## src/rtl/btn_reader_if.sv

```systemverilog
// Button reader bus: raw button inputs in, debounced level and event pulses out.
// The reader drives through the slave modport; the master side supplies raw buttons.
interface btn_reader_if #(
  parameter int N_BTN = 4
);
  logic [N_BTN-1:0] btn_i;
  logic [N_BTN-1:0] level_o;
  logic [N_BTN-1:0] press_o;
  logic [N_BTN-1:0] release_o;
  logic [N_BTN-1:0] long_o;

  modport master (
    output btn_i,
    input  level_o, press_o, release_o, long_o
  );

  modport slave (
    input  btn_i,
    output level_o, press_o, release_o, long_o
  );
endinterface

```

## src/rtl/btn_reader.sv

```systemverilog
// Pushbutton reader: 2-flop synchroniser, shared millisecond tick prescaler and a
// per-button debounce FSM producing a clean level plus press/release/long pulses.
// Optional macro BTN_REPEAT_EN adds auto-repeat press pulses while a button is held.
//
// state        | meaning
// IDLE         | released, waiting for a press
// PRESS_WAIT   | input high, counting stable ticks before accepting the press
// PRESSED      | accepted press, counting ticks towards the long-press pulse
// HELD         | long press reported (or release bounce recovered), waiting for release
// RELEASE_WAIT | input low, counting stable ticks before accepting the release
module btn_reader #(
  parameter int N_BTN       = 4,
  parameter int TICK_DIV    = 50000,
  parameter int DEBOUNCE_MS = 20,
  parameter int LONG_MS     = 1000,
  parameter int REPEAT_MS   = 200
) (
  input  logic         clk_50_i,
  input  logic         rst_i,
  btn_reader_if.slave  btn
);

  localparam int PW    = (TICK_DIV > 1) ? $clog2(TICK_DIV) : 1;
  localparam int MAX_A = (LONG_MS > DEBOUNCE_MS) ? LONG_MS : DEBOUNCE_MS;
  localparam int MAX_T = (MAX_A > REPEAT_MS) ? MAX_A : REPEAT_MS;
  localparam int TW    = $clog2(MAX_T + 1);

  typedef enum logic [2:0] {
    IDLE         = 3'd0,
    PRESS_WAIT   = 3'd1,
    PRESSED      = 3'd2,
    HELD         = 3'd3,
    RELEASE_WAIT = 3'd4
  } state_t;

  logic [N_BTN-1:0] sync_a;
  logic [N_BTN-1:0] sync_b;
  logic [PW-1:0]    pre_cnt;
  logic             tick;

  logic [N_BTN-1:0] level_v;
  logic [N_BTN-1:0] press_v;
  logic [N_BTN-1:0] release_v;
  logic [N_BTN-1:0] long_v;

  // Two-flop synchroniser; reset value means "released"
  always_ff @(posedge clk_50_i or posedge rst_i) begin
    if (rst_i) begin
      sync_a <= '0;
      sync_b <= '0;
    end else begin
      sync_a <= btn.btn_i;
      sync_b <= sync_a;
    end
  end

  // Free-running shared prescaler, wraps at TICK_DIV-1
  always_ff @(posedge clk_50_i or posedge rst_i) begin
    if (rst_i) begin
      pre_cnt <= '0;
    end else if (pre_cnt == PW'(TICK_DIV - 1)) begin
      pre_cnt <= '0;
    end else begin
      pre_cnt <= pre_cnt + PW'(1);
    end
  end

  assign tick = (pre_cnt == PW'(TICK_DIV - 1));

  for (genvar g = 0; g < N_BTN; g++) begin : g_btn
    state_t        state, state_n;
    logic [TW-1:0] tcnt, tcnt_n;
    logic          sb;
    logic          level_r, press_r, release_r, long_r;
    logic          press_n, release_n, long_n, level_n;

    assign sb = sync_b[g];

    // State, tick counter and registered outputs
    always_ff @(posedge clk_50_i or posedge rst_i) begin
      if (rst_i) begin
        state     <= IDLE;
        tcnt      <= '0;
        level_r   <= 1'b0;
        press_r   <= 1'b0;
        release_r <= 1'b0;
        long_r    <= 1'b0;
      end else begin
        state     <= state_n;
        tcnt      <= tcnt_n;
        level_r   <= level_n;
        press_r   <= press_n;
        release_r <= release_n;
        long_r    <= long_n;
      end
    end

    // Next-state, tick counting and pulse decode
    always_comb begin
      state_n   = state;
      tcnt_n    = tcnt;
      press_n   = 1'b0;
      release_n = 1'b0;
      long_n    = 1'b0;
      case (state)
        IDLE: begin
          if (sb) state_n = PRESS_WAIT;
        end
        PRESS_WAIT: begin
          if (!sb) begin
            state_n = IDLE;
          end else if (tick) begin
            if (tcnt == TW'(DEBOUNCE_MS - 1)) begin
              state_n = PRESSED;
              press_n = 1'b1;
            end else begin
              tcnt_n = tcnt + TW'(1);
            end
          end
        end
        PRESSED: begin
          if (!sb) begin
            state_n = RELEASE_WAIT;
          end else if (tick) begin
            if (tcnt == TW'(LONG_MS - 1)) begin
              state_n = HELD;
              long_n  = 1'b1;
            end else begin
              tcnt_n = tcnt + TW'(1);
            end
          end
        end
        HELD: begin
          if (!sb) begin
            state_n = RELEASE_WAIT;
          end
`ifdef BTN_REPEAT_EN
          else if (tick) begin
            if (tcnt == TW'(REPEAT_MS - 1)) begin
              press_n = 1'b1;
              tcnt_n  = '0;
            end else begin
              tcnt_n = tcnt + TW'(1);
            end
          end
`endif
        end
        RELEASE_WAIT: begin
          // Bounce back high resumes HELD so long/press are never re-reported
          if (sb) begin
            state_n = HELD;
          end else if (tick) begin
            if (tcnt == TW'(DEBOUNCE_MS - 1)) begin
              state_n   = IDLE;
              release_n = 1'b1;
            end else begin
              tcnt_n = tcnt + TW'(1);
            end
          end
        end
        default: state_n = IDLE;
      endcase
      if (state_n != state) tcnt_n = '0;
      level_n = (state_n == PRESSED) || (state_n == HELD) || (state_n == RELEASE_WAIT);
    end

    assign level_v[g]   = level_r;
    assign press_v[g]   = press_r;
    assign release_v[g] = release_r;
    assign long_v[g]    = long_r;
  end

  assign btn.level_o   = level_v;
  assign btn.press_o   = press_v;
  assign btn.release_o = release_v;
  assign btn.long_o    = long_v;

endmodule

```

## src/flat_wrapper.sv

```systemverilog
// flat-port wrapper written by rule: the top's interface ports become plain ports
module btn_reader_flat 
#(
  parameter int N_BTN       = 4,
  parameter int TICK_DIV    = 50000,
  parameter int DEBOUNCE_MS = 20,
  parameter int LONG_MS     = 1000,
  parameter int REPEAT_MS   = 200
)
  (clk_50_i, rst_i, btn_btn_i, btn_level_o, btn_press_o, btn_release_o, btn_long_o);
  btn_reader_if #(.N_BTN(N_BTN)) btn_i ();
  input  logic clk_50_i;
  input  logic rst_i;
  input wire logic [$bits(btn_i.btn_i)-1:0] btn_btn_i;
  output wire logic [$bits(btn_i.level_o)-1:0] btn_level_o;
  output wire logic [$bits(btn_i.press_o)-1:0] btn_press_o;
  output wire logic [$bits(btn_i.release_o)-1:0] btn_release_o;
  output wire logic [$bits(btn_i.long_o)-1:0] btn_long_o;
  assign btn_i.btn_i = btn_btn_i;
  assign btn_level_o = btn_i.level_o;
  assign btn_press_o = btn_i.press_o;
  assign btn_release_o = btn_i.release_o;
  assign btn_long_o = btn_i.long_o;
  btn_reader #(.N_BTN(N_BTN), .TICK_DIV(TICK_DIV), .DEBOUNCE_MS(DEBOUNCE_MS), .LONG_MS(LONG_MS), .REPEAT_MS(REPEAT_MS)) u_core (.clk_50_i(clk_50_i), .rst_i(rst_i), .btn(btn_i));
endmodule
```

## config.mk

```make
export PLATFORM = sky130hd
export DESIGN_NAME = btn_reader_flat
export DESIGN_NICKNAME = d
export VERILOG_FILES = /design/src/rtl/btn_reader_if.sv /design/src/rtl/btn_reader.sv /design/src/flat_wrapper.sv
export SDC_FILE = /design/constraint.sdc
export NUM_CORES = 1
export LEC_CHECK = 0
export BUFFER_PORTS_ARGS = -buffer_cell sky130_fd_sc_hd__buf_2
export CAP_MARGIN = 20
export CORE_UTILIZATION = 61
export CTS_CLUSTER_SIZE = 20
export DETAILED_ROUTE_END_ITERATION = 8
export GPL_ROUTABILITY_DRIVEN = 0
export PLACE_DENSITY = 0.83
export SYNTH_ARGS = -nofsm -noshare
export SYNTH_HDL_FRONTEND = slang
export SYNTH_SLANG_ARGS = --single-unit
```

## constraint.sdc

```tcl
create_clock -name clk_50_i -period 4.95 [get_ports clk_50_i]
set_input_delay 0.495 -clock clk_50_i [delete_from_list [all_inputs] [get_ports clk_50_i]]
set_output_delay 0.495 -clock clk_50_i [all_outputs]
set_load 0.02 [all_outputs]
```

==> summary.md <==
| Metric | Value |
|---|---|
| Top FF cell, synth | dfrtp_1 |
| DIE HEIGHT | about 91 um |
| Number of synthesis warnings | 0 |
| Crit path launch | u_core.pre_cnt[11] |
| Max FO, Critical Path | 27 |
| TritonCTS clock tree | done |
| R2R depth | 5 |
| Measured slew at the worst slew-check pin | 1070 ps |
| Initial DRC Count | roughly 130 |
| Site row count | 32 |
| I/O pin count | 22 |
| Yosys top cell by area | dfrtp_1 |
| Synth Instances | just over 500 |
| Hpwl dp | 5.95 mm |
| Worst r2r src | u_core.pre_cnt[11] |
| CP arrival | 3640 ps |
| Synth-to-Final Area Change | 5.25% |
| Seq/Total Area, Yosys | 0.476 |
| Total Wirelength | between 8 and 9 mm |
| Mapped Nets | ~520 |
| Pins Over Slew Limit | 0 |
| Vias | around 3800 |
| Drt drc | 0 |
| Share of cells above drive strength 1 | 0.112 |
| Core Region | about 7700 um^2 |
| Commonest cells post-synth | 92 x dfrtp_1, 39 x a21oi_1, 36 x o21ai_0 |
| Total CTS buffers | 9 |
| Total GRT Usage | 0.234 |
| Avg Vias per Cell | between 6 and 7 |
| Reg clk slew, reported paths | about 90 ps |
| Mapped Area | just under 5000 um^2 |
| TNS Setup | 0 ps |
| Clock skew | about 11 ps |
| Routed WL per cell | between 10 and 15 um |
| Worst r2r dst | u_core.g_btn[0].tcnt[8] |
| Final worst path period need | 3360 ps |
| Max Cap Viol | 0 |
| Mapped Avg Cell Area | 9.56 um^2 |
| Period utilization | 0.678 |
| Finished Layout Cells | slightly above 600 |
| Vias in the first global route | 3571 |
| Total setup buffers inserted after CTS | 0 |
| Total power draw | between 1000 and 1500 uW |
| Post-CTS sizing | 0 |
| Die area | a little over 8000 um^2 |
| Final worst setup slack | roughly 1600 ps |
| CTS Buffer Depth | 2 |
| Yosys top cell area share | 0.476 |
| GRT overflow | 0 |
| Antenna-violating nets left | 0 |
| Crit path launch type | register |
| R2R Setup Slk | roughly 1600 ps |
| FF+latch count, synth | roughly 90 |
| Worst Hold Path EP | u_core.sync_a[2] |
| Worst min path class | primary input to register |
| Worst Setup Slack post-DPL | around 1500 ps |
| First-pass GRT wire length | roughly 16 mm |
| Nets | between 500 and 600 |
| Critical path type | register to register |
| IO buf count | 21 |
| Initial antenna violation count | 0 |
| VDD IR max | roughly 0.12 mV |
| Effective utilization at floorplan | 0.630 |
| Worst-Skew Late Latency | 360 ps |
| Ranking of synthesized cells by area | dfrtp_1 48%, a21oi_1 4.0%, o21ai_0 3.7%, or3_1 3.5%, buf_4 2.5% |
| Final Hold Fails | 0 |
| Post-synth EDFFs | 0 |
| Placed instance count | between 500 and 600 |
| Chip width | 91.1 um |
| CTS Root Cell | clkbuf_8 |
| Worst Hold Depth | 1 |
| Clock sinks | between 90 and 100 |
| Most frequent cell after synthesis | dfrtp_1 |
| Largest net degree at the start of global routing | 55 |
| Drt first pass iters | 4 |
| Max Fclk | between 0.2 and 0.3 GHz |
| Asr flop ratio synth | 1.00 |
| P per Cell Area | approximately 260 nW/um^2 |
| Synth cell types | 60 |
| RSZ-0062 raised after global routing | false |
| Endpoints failing setup | 0 |
| Worst slew margin | 0.281 |
| Status | completed |
| Inserted Diodes | 0 |
| Worst EP required | about 5200 ps |
| H-tree Lvls | 3 |
| Static leakage | 0.00217 uW |
| Hold-fix buffers, CTS | 0 |
| Hold_ws | 229 ps |
| Critical Path End Type | register |
| Worst hold start | btn_btn_i[2] |
-- registers in the layout, indices dropped and copies added, names as in the netlist --
signal and flops:
u_core.g_btn.press_r 4, u_core.g_btn.tcnt 40, u_core.sync_b 4, u_core.g_btn.level_r 4
u_core.g_btn.long_r 4, u_core.g_btn.release_r 4, u_core.g_btn.state 12, u_core.pre_cnt 16
u_core.sync_a 4
-- cell families (layout without fill, tap and decap cells) --
logic type	Yosys count	count (layout)	share of synthesized area
compound gates	122	122	0.156
xor+xnor	15	15	0.0271
fa+ha+maj	5	5	0.0129
buf+inv	51	53	0.0525
flops	92	92	0.476
mux	3	3	0.00621
simple gates	218	218	0.269
-- metal layers --
metal	up-vias	GRT usage	wire length (um)
met4	0	0.0701	53
met1	1867	0.310	4160
met3	6	0.0620	292
met2	63	0.379	4440
met5	-	0	0
li1	1868	-	-
-- worst max path at each step --
stage               slack, ps                 endpoint
finish                   1590  u_core.g_btn[0].tcnt[8]
global route             1370  u_core.g_btn[2].tcnt[3]
CTS                      1450  u_core.g_btn[2].tcnt[7]
detailed placement       1470  u_core.g_btn[2].tcnt[7]
global placement         1660  u_core.g_btn[2].tcnt[9]
floorplan                2060  u_core.g_btn[0].level_r
-- per-stage QoR --
step | util | instance area, um^2
floorplan | - | 4840
global placement | 0.636 | 4890
detailed placement | 0.636 | 4890
CTS | 0.661 | 5080
global route | 0.663 | 5090
finish | 0.663 | 5090
-- cell usage in the layout (no fill, tap or decap), types with 3 or more instances in the layout --
master and instances:
a21oi_1 39, a22oi_1 9, a31oi_1 5, and2_1 4
and3_1 12, buf_2 21, buf_4 4, clkbuf_8 9
clkinv_2 5, dfrtp_1 92, ha_1 5, inv_1 11
mux2i_1 3, nand2_1 29, nand2b_1 4, nand3_1 22
nand3b_1 9, nand4_1 12, nand4b_1 3, nor2_1 27
nor2b_1 4, nor3_1 15, nor3b_1 4, nor4_1 8
nor4bb_1 4, o21ai_0 36, o31ai_1 10, or2_2 3
or3_1 27, or3b_2 3, or4_1 12, or4b_2 3
or4bb_1 3, xnor2_1 4, xor2_1 11
-- worst max-delay path, stage by stage, from the launching register on --
cell	delay, ps
dfrtp_1	440
or4b_1	580
or4_1	840
a2111o_1	700
or4_1	560
a21oi_1	150
-- area by class of cell --
cell class	instances	area, um^2
tap	102	128
multi-input combinational	363	2290
inverter	12	46.3
clock buffer	9	124
fill	629	2590
sequential	92	2300
timing repair buffer	25	135
clock inverter	7	66.3
-- report_power, final --
group          leakage [uW]  total, uW  internal [uW]  switching (uW)
clock             0.0000992        493            231             262
sequential          0.00124        764            756            8.47
combinational      0.000827       43.6           11.0            32.6
total               0.00217       1300            998             303
(Power assumes the default switching activity.)
